## src/rtl/instr_prefetch_buffer.sv

```systemverilog
// Instruction prefetch buffer: fetch PC, imem req/ack, {instr, pc} FIFO.
// Flush redirects fetch and drops queued and in-flight words.
module instr_prefetch_buffer #(
    parameter int               WIDTH    = 32,
    parameter int               DEPTH    = 4,
    parameter logic [WIDTH-1:0] RESET_PC = '0
) (
    input  logic                       clk,
    input  logic                       reset,
    output logic                       imem_req,
    output logic [WIDTH-1:0]           imem_addr,
    input  logic                       imem_ack,
    input  logic [WIDTH-1:0]           imem_rdata,
    input  logic                       flush,
    input  logic [WIDTH-1:0]           flush_pc,
    output logic                       out_valid,
    output logic [WIDTH-1:0]           out_instr,
    output logic [WIDTH-1:0]           out_pc,
    input  logic                       out_ready,
    output logic [$clog2(DEPTH+1)-1:0] count
);

    localparam int AW = $clog2(DEPTH);
    localparam int CW = $clog2(DEPTH+1);

    typedef enum logic [1:0] {
        S_IDLE,
        S_REQ,
        S_DROP
    } state_t;

    state_t           r_state;
    logic [WIDTH-1:0] r_fetch_pc;
    logic             r_imem_req;
    logic [WIDTH-1:0] r_imem_addr;
    logic [WIDTH-1:0] r_mem_instr [DEPTH];
    logic [WIDTH-1:0] r_mem_pc    [DEPTH];
    logic [AW-1:0]    r_rptr;
    logic [AW-1:0]    r_wptr;
    logic [CW-1:0]    r_count;
    logic             r_out_valid;
    logic [WIDTH-1:0] r_out_instr;
    logic [WIDTH-1:0] r_out_pc;

    logic [WIDTH-1:0] w_flush_pc;
    logic [WIDTH-1:0] w_addr_inc;
    logic             w_pop;
    logic             w_push;
    logic [CW-1:0]    w_avail;
    logic [CW-1:0]    w_count_nx;
    logic [AW-1:0]    w_rptr_nx;

    assign w_flush_pc = {flush_pc[WIDTH-1:2], 2'b00};
    assign w_addr_inc = r_imem_addr + WIDTH'(4);
    assign w_pop      = r_out_valid & out_ready & ~flush;
    assign w_push     = (r_state == S_REQ) & imem_ack & ~flush;
    // entries left once this cycle's pop is taken
    assign w_avail    = r_count - CW'(w_pop);
    assign w_count_nx = flush ? '0 : w_avail + CW'(w_push);
    assign w_rptr_nx  = flush ? '0 : r_rptr + AW'(w_pop);

    // Fetch FSM: request only when the returning word has a free slot
    always_ff @(posedge clk or posedge reset) begin
        if (reset) begin
            r_state     <= S_IDLE;
            r_imem_req  <= 1'b0;
            r_imem_addr <= RESET_PC;
            r_fetch_pc  <= RESET_PC;
        end else begin
            unique case (r_state)
                S_IDLE: begin
                    if (flush) begin
                        r_fetch_pc <= w_flush_pc;
                    end else if (w_avail < CW'(DEPTH)) begin
                        r_state     <= S_REQ;
                        r_imem_req  <= 1'b1;
                        r_imem_addr <= r_fetch_pc;
                    end
                end
                S_REQ: begin
                    if (imem_ack) begin
                        if (flush) begin
                            r_fetch_pc <= w_flush_pc;
                            r_state    <= S_IDLE;
                            r_imem_req <= 1'b0;
                        end else begin
                            r_fetch_pc <= w_addr_inc;
                            if (w_count_nx < CW'(DEPTH)) begin
                                r_imem_addr <= w_addr_inc;
                            end else begin
                                r_state    <= S_IDLE;
                                r_imem_req <= 1'b0;
                            end
                        end
                    end else if (flush) begin
                        r_fetch_pc <= w_flush_pc;
                        r_state    <= S_DROP;
                    end
                end
                S_DROP: begin
                    if (flush) begin
                        r_fetch_pc <= w_flush_pc;
                    end
                    if (imem_ack) begin
                        r_state    <= S_IDLE;
                        r_imem_req <= 1'b0;
                    end
                end
                default: begin
                    r_state    <= S_IDLE;
                    r_imem_req <= 1'b0;
                end
            endcase
        end
    end

    // FIFO storage write on accepted words
    always_ff @(posedge clk) begin
        if (w_push) begin
            r_mem_instr[r_wptr] <= imem_rdata;
            r_mem_pc[r_wptr]    <= r_imem_addr;
        end
    end

    // FIFO pointers, count and registered fall-through head
    always_ff @(posedge clk or posedge reset) begin
        if (reset) begin
            r_rptr      <= '0;
            r_wptr      <= '0;
            r_count     <= '0;
            r_out_valid <= 1'b0;
            r_out_instr <= '0;
            r_out_pc    <= '0;
        end else begin
            r_rptr      <= w_rptr_nx;
            r_count     <= w_count_nx;
            r_out_valid <= (w_count_nx != '0);
            if (flush) begin
                r_wptr <= '0;
            end else if (w_push) begin
                r_wptr <= r_wptr + AW'(1);
            end
            if (!flush) begin
                if (w_avail != '0) begin
                    r_out_instr <= r_mem_instr[w_rptr_nx];
                    r_out_pc    <= r_mem_pc[w_rptr_nx];
                end else if (w_push) begin
                    r_out_instr <= imem_rdata;
                    r_out_pc    <= r_imem_addr;
                end
            end
        end
    end

    assign imem_req  = r_imem_req;
    assign imem_addr = r_imem_addr;
    assign out_valid = r_out_valid;
    assign out_instr = r_out_instr;
    assign out_pc    = r_out_pc;
    assign count     = r_count;

endmodule

```

## config.mk

```make
export PLATFORM = sky130hd
export DESIGN_NAME = instr_prefetch_buffer
export DESIGN_NICKNAME = d
export VERILOG_FILES = /design/src/rtl/instr_prefetch_buffer.sv
export SDC_FILE = /design/constraint.sdc
export NUM_CORES = 1
export LEC_CHECK = 0
export ABC_CLOCK_PERIOD_IN_PS = 10470
export CORE_ASPECT_RATIO = 1.25
export CORE_MARGIN = 1.5
export CORE_UTILIZATION = 50
export DETAILED_ROUTE_END_ITERATION = 8
export PLACE_DENSITY = 0.75
export SYNTH_ARGS = -nofsm -noshare
export SYNTH_HDL_FRONTEND = slang
export SYNTH_SLANG_ARGS = --single-unit
```

## constraint.sdc

```tcl
create_clock -name clk -period 10.47 [get_ports clk]
set_input_delay 3.141 -clock clk [delete_from_list [all_inputs] [get_ports clk]]
set_output_delay 3.141 -clock clk [all_outputs]
set_load 0.005 [all_outputs]
```

Word-level counts from Yosys, hierarchy flattened:

Memory sizes are Yosys's and may differ from the RTL's.
Index checks and enable logic that the tools add are counted.

* register bits after elaboration: 139
* memory bits (writable): 256
* output and inout bits: 101
* memories kept: 2

Memories
* r_mem_instr: words 4, bits a word 32, read ports 1, clocked after memory_dff 0, write ports 1, line 36 `logic [WIDTH-1:0] r_mem_instr [DEPTH];`
* r_mem_pc: words 4, bits a word 32, read ports 1, clocked after memory_dff 0, write ports 1, line 37 `logic [WIDTH-1:0] r_mem_pc [DEPTH];`

* add/subtract/negate cells: 5
* magnitude comparators: 2
* equal/unequal tests: 10
* muxes and demuxes: 35
* bitwise logic cells: 5
* reductions and logical operators: 12

Operators by type and width (number)
* $mux 32: 12
* $pmux 32 s2: 2
* $add 32x3->32 const B: 1
* $mux 2: 10
* $ne 2x2->1 const B: 5
* $reduce_and 5->1: 2
* $mux 1: 8
* $reduce_bool 2->1: 4
* $lt 3x3->1 const B: 2
* $ne 3x3->1 const B: 2
* $pmux 2 s3: 1
* $reduce_and 6->1: 1
* $reduce_bool 3->1: 2
* $and 1x1->1: 4
* $add 3x1->3: 1
* $mux 3: 1
* $pmux 1 s3: 1
* $sub 3x1->3: 1
* $add 2x1->2: 1
* $add 2x1->2 const B: 1
* $eq 2x1->1 const B: 1
* $eq 2x2->1 const B: 1
* $logic_not 2->1: 1
* $ne 2x1->1 const B: 1
* other kinds (3): 3

Depth between registers and ports, before layout:

Gate-level depths: netlist of run 1.

* depth after elaboration: 10
* mapped depth: 14

Worst setup path after synthesis of run 1:

Ideal clock, no wire load.

* path kind: input -> register
* start point: input flush
* end point: register r_imem_addr[12] (netlist: imem_addr[12])
* setup time: 0.128 ns
* arrival: 5.801 ns
* path slack: 4.541 ns
* stages: 14
* path through: buf_2 clkinv_1 clkbuf_1 and3_1 ha_1 ha_1 inv_1 ha_1 or4b_1 a21oi_1 a31o_2 buf_2 buf_2 a21oi_1

* cells in the longest elaborated chain, start to end: 8
* elaborated cells between the ends (all ways): 13

Ends and longest elaborated chain
* start, declared: line 14 `input logic flush,`
* $not 1->1 (no source line)
* $and 1x1->1: line 55 `assign w_pop = r_out_valid & out_ready & ~flush;`
* $sub 3x1->3: line 58 `assign w_avail = r_count - CW'(w_pop);`
* $add 3x1->3: line 59 `assign w_count_nx = flush ? '0 : w_avail + CW'(w_push);`
* $mux 3: line 59
* $lt 3x3->1: line 88 `if (w_count_nx < CW'(DEPTH)) begin`
* $ne 2x1->1 (no source line)
* $reduce_and 6->1 (no source line) (*)
* end signal, assigned: line 77 `r_imem_addr <= r_fetch_pc;`
* end signal, assigned: line 89 `r_imem_addr <= w_addr_inc;`
* end, declared: line 35 `logic [WIDTH-1:0] r_imem_addr;`

Mark *: on every way between the ends. The rest lies on a longest branch, timed or not.
A chain may end at the register's enable or synchronous reset.

Worst setup path in the final report of run 1:

* start point: input flush
* end point: register r_imem_addr[31] (netlist: imem_addr[31])

Same word-level chain as after synthesis.

==> results by group, run 1 <==
STA
  • Fmax: 141.5 MHz
  • Max-slew headroom: 27.43%
  • Setup TNS: 0 ns
  • Hold Vio Cnt, Final: 0
  • Fin Clk Skew: 0.01457 ns
  • # setup viols final: 0
  • Measured slew at the worst slew-check pin: 1.089 ns
  • RSZ-0062 raised after global routing: false
  • Hold Slack: 0.4926 ns
  • Min Tclk post-route: 7.065 ns
  • Worst setup margin: 3.405 ns
  • Max-slew violation count: 0
  • Final period util: 67.48%

Logic synthesis
  • Top-area cell type share of the netlist area: 46.56%
  • Distinct cells, synth: 56
  • Post-synth net total: 1184
  • Syn Inst Count: 1105
  • Synthesized cell area: 0.01651 mm^2
  • Synth Area per Inst: 14.94 um^2
  • Top cells by area, synth: edfxtp_1 47%, dfrtp_1 21%, mux4_2 8.7%, mux2i_1 4.1%, a21oi_1 3.2%
  • Syn. warnings: 0
  • Largest area contributor in the netlist: edfxtp_1
  • Seq cells post-synth: 395
  • Seq/Total Area, Yosys: 67.62%

Placement
  • GP Congestion: 0.8476
  • Dpl cells: 1629
  • PortBufs: 167
  • DP Worst Slack: 2.936 ns
  • DP Wirelength: 22410 um

Hold path
  • Class of the worst hold path: reg2reg
  • Hold Crit Depth: 2

Floorplan
  • Core area: 0.03259 mm^2
  • Die height: 206.2 um
  • I/O pins: 170
  • Die Width: 165.5 um
  • Initial Util: 50.66%
  • Num rows: 74
  • Die area: 0.03413 mm^2

Clock tree
  • Clock latency at the later pin of the worst-skew pair: 0.53 ns
  • Clk buf depth: 3
  • Clk Tree Root Cell: clkbuf_16
  • Hold-fix buffers at CTS: 0
  • Setup Fix Bufs, Post-CTS: 0
  • Htree depth: 2
  • CTS tree: built
  • Num CTS Buffers: 39
  • Number of gates resized after CTS: 0
  • CTS sink cnt: 395
  • Clk pin slew, worst setup/hold paths: 0.06 ns

Finish
  • Synthesis-to-finish area growth: 20.56%
  • Layout cells sized above 1: 12.96%
  • FILL cells: 2467
  • Multi-input gate area in the final layout: 0.005029 mm^2
  • Fin cells: 1699
  • Register Area: 0.01117 mm^2
  • Number of inserted diodes: 0
  • Final Net Count: 1331

Global route
  • Largest net degree at the start of global routing: 93
  • Vias in the first global route: 10.25k
  • All-layer global routing usage: 22.54%
  • Grt ovf: 0
  • Antenna violations before repair: 0
  • First-pass GRT wire length: 58100 um

Worst setup path
  • Crit path cell chain: clkdlybuf4s50_1 > buf_4 > nor2_1 > nand2_2 > clkinv_1 > ha_1 > ha_1 > or4b_1 > a21oi_1 > a31o_2 > nand3_1 > o221a_1
  • Worst Path Arrival: 7.48 ns
  • Worst r2r path cells: 10
  • Critical path required time: 10.89 ns
  • Crit. End Element: register
  • Critical path class: in2reg
  • Crit start category: input port
  • Slowest CP cell: a31o_2
  • Crit-path most repeated cell: ha_1
  • Max incr delay on CP: 0.66 ns
  • Worst-path maximum fanout: 31

Detailed routing
  • Vias: 10.16k
  • Number of remaining DRC errors: 0
  • DR iter-0 viols: 754
  • Pre-Repair DR Iteration Count: 5
  • Post-DRT Antenna Nets: 0
  • Routed WL per cell: 22.29 um
  • Final wirelength: 37870 um
  • Avg Vias per Cell: 5.978

Pwr
  • Leak: 7.237 nW
  • Power consumption: 5.132 mW
  • Highest ir drop seen on vdd: 0.1516 mV
  • Power Dens Cells: 257.8 mW/mm^2

Run status
  • Outcome: complete, no violations

Job
  • Max cap viols: 0
==> final cells by class <==
| type | instances | area share (%) |
|---|---|---|
| well taps | 418 | 2.627 |
| clock inverters | 20 | 1.282 |
| flip-flops and latches | 395 | 56.09 |
| repair buffers | 183 | 9.063 |
| inverters | 12 | 0.2514 |
| clock buffers | 50 | 5.424 |
| multi-input cells | 621 | 25.26 |
==> placed cells by master (no fill, tap or decap), types with 7 or more instances in the layout <==
cell type,netlist,final
a22oi_1,18,18
o21a_1,8,8
o22ai_1,23,23
nand3_1,14,14
xnor2_1,20,20
a21oi_1,106,104
a31oi_1,13,12
clkbuf_16,0,41
ha_1,10,10
xor2_1,12,12
nor2_1,99,98
mux2i_1,67,67
nand2_1,40,39
o22a_1,13,13
mux4_2,64,64
o21ai_0,28,27
clkdlybuf4s50_1,0,167
buf_4,7,15
clkinv_1,2,7
nand4_1,8,8
inv_1,9,8
dfrtp_1,139,139
edfxtp_1,256,256
clkbuf_1,42,7
==> worst max-delay path: cells and delay by family <==
family / cells / cell delay, ns
compound gates: 3 / 1.23
fa+ha+maj: 2 / 0.61
buf+inv: 3 / 1.25
simple gates: 4 / 1.21
==> layer usage <==
metal / part of all wire [%] / track usage, % / up-vias
li1: - / - / 4532
met1: 41 / 29.94 / 5192
met2: 51 / 38.27 / 360
met3: 5.9 / 3.371 / 72
met4: 2.6 / 7.079 / 0
met5: 0 / 0 / -
==> power breakdown <==
group	total, mW	leakage (nW)	switching, mW	internal, mW
combinational	1.39	2.71	0.655	0.734
clock	1.45	0.650	0.574	0.879
sequential	2.29	3.88	0.318	1.97
==> registers in the layout (all words and copies together), names as in the netlist <==
name / cells
count: 3
imem_addr: 32
imem_req: 1
out_instr: 32
out_pc: 32
out_valid: 1
r_fetch_pc: 32
r_mem_instr: 128
r_mem_pc: 128
r_rptr: 2
r_state: 2
r_wptr: 2
==> synth_stat cells (all sizes together) <==
cell type  instances
edfxtp           256
dfrtp            139
a21oi            107
nor2              99
mux2i             67
mux4              64
clkbuf            42
nand2             41
buf               35
o21ai             34
o22ai             23
xnor2             20
a22oi             18
nand3             14
a31oi             13
o22a              13
xor2              12
and3              10
ha                10
inv               10
nand4              9
nor3               9
o21a               8
a2bb2oi            7
and4               6
or3                6
nor2b              4
nor4               4
and2               3
nand2b             3
a211oi             2
a21boi             2
clkinv             2
nand3b             2
or2                2
or4                2
a31o               1
a41o               1
a41oi              1
o211a              1
o221a              1
o32ai              1
or4b               1
==> worst paths after layout <==
| check | from | to | slack (ns) |
|---|---|---|---|
| max in group asynchronous | reset | count[1]$_DFF_PP0_ | 6.06 |
| setup / recovery | flush | imem_addr[31]$_DFFE_PP0P_ | 3.41 |
| min in group asynchronous | reset | out_instr[10]$_DFFE_PP0P_ | 3.13 |
| hold / removal | r_fetch_pc[0]$_DFFE_PP0P_ | imem_addr[0]$_DFFE_PP0P_ | 0.49 |
| setup reg to reg | r_state[1]$_DFFE_PP0P_ | imem_addr[31]$_DFFE_PP0P_ | 6.22 |
| hold reg to reg | r_fetch_pc[0]$_DFFE_PP0P_ | imem_addr[0]$_DFFE_PP0P_ | 0.49 |
==> per-stage QoR <==
| step | util, % | instance area [um^2] |
|---|---|---|
| after floorplan | - | 16510 |
| after global placement | 56.98 | 18570 |
| after detailed placement | 56.98 | 18570 |
| after CTS | 61.08 | 19910 |
| after global routing | 61.08 | 19910 |
| final | 61.08 | 19910 |
==> kinds of logic after synthesis <==
| logic type | after synthesis | synth area share (%) |
|---|---|---|
| flip-flops | 395 | 67.62 |
| AO/OA/AOI/OAI | 233 | 8.472 |
| AND/OR/NAND/NOR | 215 | 6.274 |
| multiplexers | 131 | 12.79 |
| buffers and inverters | 89 | 2.387 |
| XOR/XNOR | 32 | 1.697 |
| adder cells (fa/ha/maj) | 10 | 0.7577 |
(Power assumes the default switching activity.)
==> inputs of run 2 (changes only) <==
--- a/config.mk
+++ b/config.mk
@@ -5,12 +5,12 @@
 export SDC_FILE = /design/constraint.sdc
 export NUM_CORES = 1
 export LEC_CHECK = 0
-export ABC_CLOCK_PERIOD_IN_PS = 10470
+export ABC_CLOCK_PERIOD_IN_PS = 5800
 export CORE_ASPECT_RATIO = 1.25
 export CORE_MARGIN = 1.5
 export CORE_UTILIZATION = 50
 export DETAILED_ROUTE_END_ITERATION = 8
-export PLACE_DENSITY = 0.75
+export PLACE_DENSITY = 0.77
 export SYNTH_ARGS = -nofsm -noshare
 export SYNTH_HDL_FRONTEND = slang
 export SYNTH_SLANG_ARGS = --single-unit
==> constraint.sdc (replaced) <==
create_clock -name clk -period 5.8 [get_ports clk]
set_input_delay 1.74 -clock clk [delete_from_list [all_inputs] [get_ports clk]]
set_output_delay 1.74 -clock clk [all_outputs]
set_load 0.005 [all_outputs]
==> run 2 against run 1 <==
Net effect: register-to-register slack lost 3.7 ns; non-clock buffer count grew 8; count of clock-buffer cells in the layout grew 7; sequential power grew 81%; worst hold slack lost 0.0028 ns; first-iteration DRC count grew 20%; core utilization is essentially flat; final area is essentially flat; combinational power grew 84%; largest power group unchanged; highest routed layer unchanged.
==> results by group, run 2 (same netlist as run 1, synthesis figures left out) <==
Detailed routing
  • Avg Vias per Cell: 5.953 (was 5.978)
  • DR iter-0 viols: 907 (was 754)
  • Final wirelength: 37690 um (was 37870 um)
  • Pre-Repair DR Iteration Count: 6 (was 5)
  • Number of remaining DRC errors: 0 (unchanged)
  • Routed WL per cell: 22.09 um (was 22.29 um)
  • Post-DRT Antenna Nets: 0 (unchanged)
  • Vias: 10.16k (unchanged)

Global route
  • Grt ovf: 0 (unchanged)
  • Largest net degree at the start of global routing: 129 (was 93)
  • First-pass GRT wire length: 58010 um (was 58100 um)
  • Antenna violations before repair: 1 (was 0)
  • Met3 Use GR: 3.331% (was 3.371%)
  • Busiest grt layer: met2 (unchanged)
  • Vias in the first global route: 10.29k (was 10.25k)
  • Met2 GRT Util: 37.69% (was 38.27%)
  • Met1 usage: 30.17% (was 29.94%)
  • All-layer global routing usage: 22.51% (was 22.54%)

Run status
  • Outcome: complete, no violations (unchanged)

Finish
  • Biggest regs: r_mem_instr (128), r_mem_pc (128) (unchanged)
  • Final Net Count: 1339 (was 1331)
  • Layout cells sized above 1: 12.81% (was 12.96%)
  • Synthesis-to-finish area growth: 20.62% (was 20.56%)
  • Number of inserted diodes: 0 (unchanged)
  • Fin area: 0.01992 mm^2 (was 0.01991 mm^2)
  • Multi-input gate area in the final layout: 0.005025 mm^2 (was 0.005029 mm^2)
  • Most common cell after layout, fill and taps aside: edfxtp_1 (unchanged)
  • Fin cells: 1706 (was 1699)
  • Register Area: 0.01117 mm^2 (unchanged)
  • Final core occ: 61.11% (was 61.08%)
  • Commonest non-fill, non-tap cells in the layout: 256 x edfxtp_1, 167 x clkdlybuf4s50_1, 139 x dfrtp_1, 105 x a21oi_1, 98 x nor2_1 (was 256 x edfxtp_1, 167 x clkdlybuf4s50_1, 139 x dfrtp_1, 104 x a21oi_1, 98 x nor2_1)
  • FILL cells: 2395 (was 2467)

Floorplan
  • Die Width: 165.5 um (unchanged)
  • Initial Util: 50.66% (unchanged)
  • Die height: 206.2 um (unchanged)
  • Die area: 0.03413 mm^2 (unchanged)
  • I/O pins: 170 (unchanged)
  • Num rows: 74 (unchanged)
  • Core area: 0.03259 mm^2 (unchanged)

Clock tree
  • Num CTS Buffers: 39 (unchanged)
  • Clk Tree Root Cell: clkbuf_16 (unchanged)
  • Setup Fix Bufs, Post-CTS: 0 (unchanged)
  • CTS tree: built (unchanged)
  • Clk pin slew, worst setup/hold paths: 0.06 ns (about the same)
  • Htree depth: 2 (unchanged)
  • Clock latency at the later pin of the worst-skew pair: 0.52 ns (was 0.53 ns)
  • CTS sink cnt: 395 (unchanged)
  • Hold-fix buffers at CTS: 0 (unchanged)
  • Number of gates resized after CTS: 0 (unchanged)
  • Clk buf depth: 3 (unchanged)

Pwr
  • Highest ir drop seen on vdd: 0.3068 mV (was 0.1516 mV)
  • Power Dens Cells: 454.6 mW/mm^2 (was 257.8 mW/mm^2)
  • Power consumption: 9.055 mW (was 5.132 mW)
  • Leak: 7.242 nW (was 7.237 nW)

Worst setup path
  • Critical path required time: 6.23 ns (was 10.89 ns)
  • Worst r2r src: out_valid$_DFF_PP0_ (was r_state[1]$_DFFE_PP0P_)
  • Worst setup path endpoint: imem_addr[13]$_DFFE_PP0P_ (was imem_addr[31]$_DFFE_PP0P_)
  • Worst R2R End: imem_addr[13]$_DFFE_PP0P_ (was imem_addr[31]$_DFFE_PP0P_)
  • Worst Setup SP: flush (unchanged)
  • Critical path class: in2reg (unchanged)
  • Crit-path most repeated cell: ha_1 (unchanged)
  • Worst Path Arrival: 5.29 ns (was 7.48 ns)
  • Crit start category: input port (unchanged)
  • Max incr delay on CP: 0.84 ns (was 0.66 ns)
  • Worst-path maximum fanout: 30 (was 31)
  • Worst R2R Setup Slack: 2.56 ns (was 6.22 ns)
  • Worst r2r path cells: 8 (was 10)
  • Crit. End Element: register (unchanged)
  • Slowest CP cell: a31oi_4 (was a31o_2)
  • Crit path cell chain: clkdlybuf4s50_1 > clkinv_1 > and3_1 > ha_1 > ha_1 > xor2_1 > a21oi_1 > a31oi_4 > nor2_1 > a211oi_1 (was clkdlybuf4s50_1 > buf_4 > nor2_1 > nand2_2 > clkinv_1 > ha_1 > ha_1 > or4b_1 > a21oi_1 > a31o_2 > nand3_1 > o221a_1)

STA
  • Final period util: 83.74%
  • Measured slew at the worst slew-check pin: 1.089 ns (about the same)
  • Max-slew headroom: 27.40% (was 27.43%)
  • Min Tclk post-route: 4.857 ns
  • # setup viols final: 0 (unchanged)
  • Hold Vio Cnt, Final: 0 (unchanged)
  • RSZ-0062 raised after global routing: false (unchanged)
  • Setup TNS: 0 ns (unchanged)
  • Fin Clk Skew: 0.01240 ns (was 0.01457 ns)
  • Max-slew violation count: 0 (unchanged)
  • Fmax: 205.9 MHz

Placement
  • Dpl cell area: 0.01874 mm^2 (was 0.01857 mm^2)
  • PortBufs: 167 (unchanged)
  • GP Congestion: 0.8643 (was 0.8476)
  • DP Wirelength: 22930 um (was 22410 um)
  • Dpl cells: 1637 (was 1629)

Hold path
  • Class of the worst hold path: reg2reg (unchanged)
  • Hold wc startpoint: r_fetch_pc[1]$_DFFE_PP0P_ (was r_fetch_pc[0]$_DFFE_PP0P_)

Job
  • Max cap viols: 0 (unchanged)
-- run 2: where the power goes --
group,internal (mW),switching (mW),total (mW)
Clock,1.35,1.00,2.36
Sequential,3.56,0.577,4.14
Combinational,1.36,1.20,2.56
-- run 2: worst max-delay path: cells and delay by family --
family	cells	cell delay, ns
xor+xnor	1	0.68
buf+inv	2	0.80
fa+ha+maj	2	0.41
compound gates	3	1.30
simple gates	2	0.35
-- run 2: how the worst min path moves through the flow --
stage	end	slack [ns]	depth (start not counted)
floorplan	imem_addr[0]$_DFFE_PP0P_	0.44	2
global placement	imem_addr[1]$_DFFE_PP0P_	0.45	2
detailed placement	imem_addr[0]$_DFFE_PP0P_	0.47	2
CTS	imem_addr[1]$_DFFE_PP0P_	0.48	2
global route	imem_addr[0]$_DFFE_PP0P_	0.49	2
finish	imem_addr[1]$_DFFE_PP0P_	0.49	2
-- run 2: stage by stage --
| stage | hold slack (ns) | worst slack [ns] |
|---|---|---|
| finish | 0.4898 | 0.9429 |
| global placement | 0.4546 | 0.6015 |
| global route | 0.4946 | 0.7483 |
| floorplan | 0.4394 | 0.3355 |
| CTS | 0.4845 | 1.043 |
| detailed placement | 0.4697 | 0.4954 |
-- run 2: area by class of cell --
type	instances	area share (%)
tap	418	2.626
multi-input combinational	621	25.23
clock buffer	57	5.503
timing repair buffer	191	9.926
inverter	12	0.2513
sequential	395	56.06
clock inverter	12	0.4021
-- run 2: layer usage --
layer / vias up / routed length, um / share of wire [%]
met5: - / 0 / 0
met1: 5203 / 15570 / 41
li1: 4540 / - / -
met2: 352 / 19200 / 51
met4: 0 / 899 / 2.4
met3: 61 / 2024 / 5.4
==> inputs of run 3 (changes only) <==
--- a/config.mk
+++ b/config.mk
@@ -5,7 +5,7 @@
 export SDC_FILE = /design/constraint.sdc
 export NUM_CORES = 1
 export LEC_CHECK = 0
-export ABC_CLOCK_PERIOD_IN_PS = 5800
+export ABC_CLOCK_PERIOD_IN_PS = 4000
 export CORE_ASPECT_RATIO = 1.25
 export CORE_MARGIN = 1.5
 export CORE_UTILIZATION = 50
==> constraint.sdc (replaced) <==
create_clock -name clk -period 4 [get_ports clk]
set_input_delay 1.2 -clock clk [delete_from_list [all_inputs] [get_ports clk]]
set_output_delay 1.2 -clock clk [all_outputs]
set_load 0.005 [all_outputs]
==> run 3 against run 2 <==
Net effect: core utilization increased by 1.2 points; non-clock buffer count increased by 25; combinational power increased by 54%; highest routed layer unchanged; total power increased by 50%; worst setup slack got worse by 0.64 ns; wire length increased by 1.8%; die area unchanged; worst hold slack got worse by 0.017 ns; count of clock-buffer cells in the layout decreased by 7; clock power increased by 54%; flip-flop and latch count unchanged.
==> results by group, run 3 (same netlist as run 1, synthesis figures left out) <==
Placement
  • GP Congestion: 0.8314 (was 0.8643)
  • DP Wirelength: 23600 um (was 22930 um)
  • PortBufs: 167 (unchanged)

Worst setup path
  • Crit start category: input port (unchanged)
  • Crit. End Element: register (unchanged)
  • Worst R2R Setup Slack: 1.09 ns (was 2.56 ns)
  • Critical path required time: 4.43 ns (was 6.23 ns)
  • Slowest CP cell: clkdlybuf4s50_1 (was a31oi_4)
  • Worst Path Arrival: 4.12 ns (was 5.29 ns)
  • Max incr delay on CP: 0.49 ns (was 0.84 ns)
  • Critical path depth: 13 (was 10)
  • CP bufs+invs: 4 (was 2)
  • Cell family with most CP delay: buffers and inverters (was compound AO/OA/AOI/OAI gates)
  • Worst r2r path cells: 6 (was 8)
  • Crit-path most repeated cell: ha_1 (unchanged)
  • Critical path class: in2reg (unchanged)
  • Crit path cell chain: clkdlybuf4s50_1 > clkinv_1 > and3_1 > ha_1 > inv_1 > ha_1 > ha_1 > or4b_1 > a21oi_1 > a31o_2 > buf_12 > nor2_1 > a211oi_1 (was clkdlybuf4s50_1 > clkinv_1 > and3_1 > ha_1 > ha_1 > xor2_1 > a21oi_1 > a31oi_4 > nor2_1 > a211oi_1)
  • Worst-path maximum fanout: 12 (was 30)

Floorplan
  • I/O pins: 170 (unchanged)
  • Die area: 0.03413 mm^2 (unchanged)
  • Initial Util: 50.66% (unchanged)
  • Die Width: 165.5 um (unchanged)
  • Die height: 206.2 um (unchanged)
  • Num rows: 74 (unchanged)
  • Core area: 0.03259 mm^2 (unchanged)

STA
  • Fin Clk Skew: 0.01727 ns (was 0.01240 ns)
  • RSZ-0062 raised after global routing: false (unchanged)
  • Fmax: 270.7 MHz
  • Max-slew headroom: 41.80% (was 27.40%)
  • Min Tclk post-route: 3.695 ns
  • # setup viols final: 0 (unchanged)
  • Max-slew violation count: 0 (unchanged)
  • Hold Slack: 0.4732 ns (was 0.4898 ns)
  • Hold Vio Cnt, Final: 0 (unchanged)
  • Measured slew at the worst slew-check pin: 0.8731 ns (was 1.089 ns)
  • Setup TNS: 0 ns (unchanged)
  • Final period util: 92.37%

Finish
  • Layout cells sized above 1: 15.21% (was 12.81%)
  • Biggest regs: r_mem_instr (128), r_mem_pc (128) (unchanged)
  • Commonest non-fill, non-tap cells in the layout: 256 x edfxtp_1, 167 x clkdlybuf4s50_1, 139 x dfrtp_1, 105 x a21oi_1, 98 x nor2_1 (unchanged)
  • Final Net Count: 1364 (was 1339)
  • Synthesis-to-finish area growth: 22.90% (was 20.62%)
  • Number of inserted diodes: 0 (unchanged)
  • Most common cell after layout, fill and taps aside: edfxtp_1 (unchanged)
  • FILL cells: 2391 (was 2395)

Detailed routing
  • Routed WL per cell: 22.14 um (was 22.09 um)
  • Vias: 10.33k (was 10.16k)
  • DR iter-0 viols: 955 (was 907)
  • Number of remaining DRC errors: 0 (unchanged)
  • Final wirelength: 38370 um (was 37690 um)
  • Pre-Repair DR Iteration Count: 5 (was 6)
  • Avg Vias per Cell: 5.960 (was 5.953)
  • Post-DRT Antenna Nets: 0 (unchanged)

Clock tree
  • CTS tree: built (unchanged)
  • Clk buf depth: 3 (unchanged)
  • Clk Tree Root Cell: clkbuf_16 (unchanged)
  • Setup Fix Bufs, Post-CTS: 0 (unchanged)
  • Number of gates resized after CTS: 0 (unchanged)
  • Clk pin slew, worst setup/hold paths: 0.07 ns (was 0.06 ns)
  • Clock latency at the later pin of the worst-skew pair: 0.54 ns (was 0.52 ns)
  • Num CTS Buffers: 39 (unchanged)
  • CTS sink cnt: 395 (unchanged)
  • Htree depth: 2 (unchanged)
  • Hold-fix buffers at CTS: 0 (unchanged)

Global route
  • First-pass GRT wire length: 59120 um (was 58010 um)
  • Grt ovf: 0 (unchanged)
  • Largest net degree at the start of global routing: 129 (unchanged)
  • Vias in the first global route: 10.32k (was 10.29k)
  • Antenna violations before repair: 0 (was 1)
  • All-layer global routing usage: 23.04% (was 22.51%)

Hold path
  • Class of the worst hold path: reg2reg (unchanged)
  • Hold Crit Depth: 2 (unchanged)

Pwr
  • Highest ir drop seen on vdd: 0.4268 mV (was 0.3068 mV)
  • Leak: 7.440 nW (was 7.242 nW)
  • Power consumption: 13.54 mW (was 9.055 mW)
  • Power Dens Cells: 667.3 mW/mm^2 (was 454.6 mW/mm^2)

Job
  • Max cap viols: 0 (unchanged)

Run status
  • Outcome: complete, no violations (unchanged)
## run 3: cell count changes in the layout (fill, tap and decap cells not counted), moves of 2 or more
cell and change:
clkbuf_1 -9, clkinvlp_4 +4, clkbuf_8 +2, clkinv_2 +2, buf_4 +17, bufinv_16 +2, buf_12 +8
## run 3: worst paths after layout
path	startpoint	end
max reg2reg	imem_addr[2]$_DFFE_PP0P_	imem_addr[30]$_DFFE_PP0P_
max in group asynchronous	reset	out_pc[17]$_DFFE_PP0P_
min in group asynchronous	reset	out_pc[4]$_DFFE_PP0P_
min reg2reg	r_fetch_pc[1]$_DFFE_PP0P_	imem_addr[1]$_DFFE_PP0P_
min	r_fetch_pc[1]$_DFFE_PP0P_	imem_addr[1]$_DFFE_PP0P_
max	flush	imem_addr[18]$_DFFE_PP0P_
## run 3: report_power, final
group          total, mW  switching [mW]  internal [mW]  leakage, nW
combinational       3.95            1.84           2.11         2.94
clock               3.63            1.51           2.12        0.624
sequential          5.96           0.794           5.16         3.88
## run 3: worst reg2reg max path: cells and delay by family (launching register included)
family | cells | cell delay (ns)
AOI/OAI and AO/OA | 2 | 0.43
adders and majority gates | 1 | 0.36
DFF | 1 | 0.64
and+or+nand+nor | 3 | 1.36
## run 3: metrics by stage
stage	setup WS, ns	cell area, um^2	utilization (%)	std cells
floorplan	0.01249	16520	-	1105
global placement	-0.1388	19020	58.35	1662
detailed placement	-0.2004	19020	58.35	1662
CTS	0.3492	20290	62.27	1733
global route	0.2113	20290	62.27	1733
finish	0.3052	20290	62.27	1733
## run 3: layer usage
metal / vias up / global-route usage, % / share of wire, %
met2: 365 / 39.27 / 51
met1: 5298 / 30.29 / 40
met3: 72 / 3.672 / 5.9
met4: 0 / 7.270 / 2.5
met5: - / 0 / 0
li1: 4594 / - / -
## run 3: cell type report
cell class | count | area [um^2] | share of cell area [%]
Inverter | 12 | 48.80 | 0.2405
Clock inverter | 21 | 185.2 | 0.9125
Timing Repair Buffer | 216 | 2265 | 11.16
Multi-Input combinational cell | 621 | 5016 | 24.72
Clock buffer | 50 | 1090 | 5.370
Sequential cell | 395 | 11170 | 55.02
Tap cell | 418 | 523.0 | 2.577
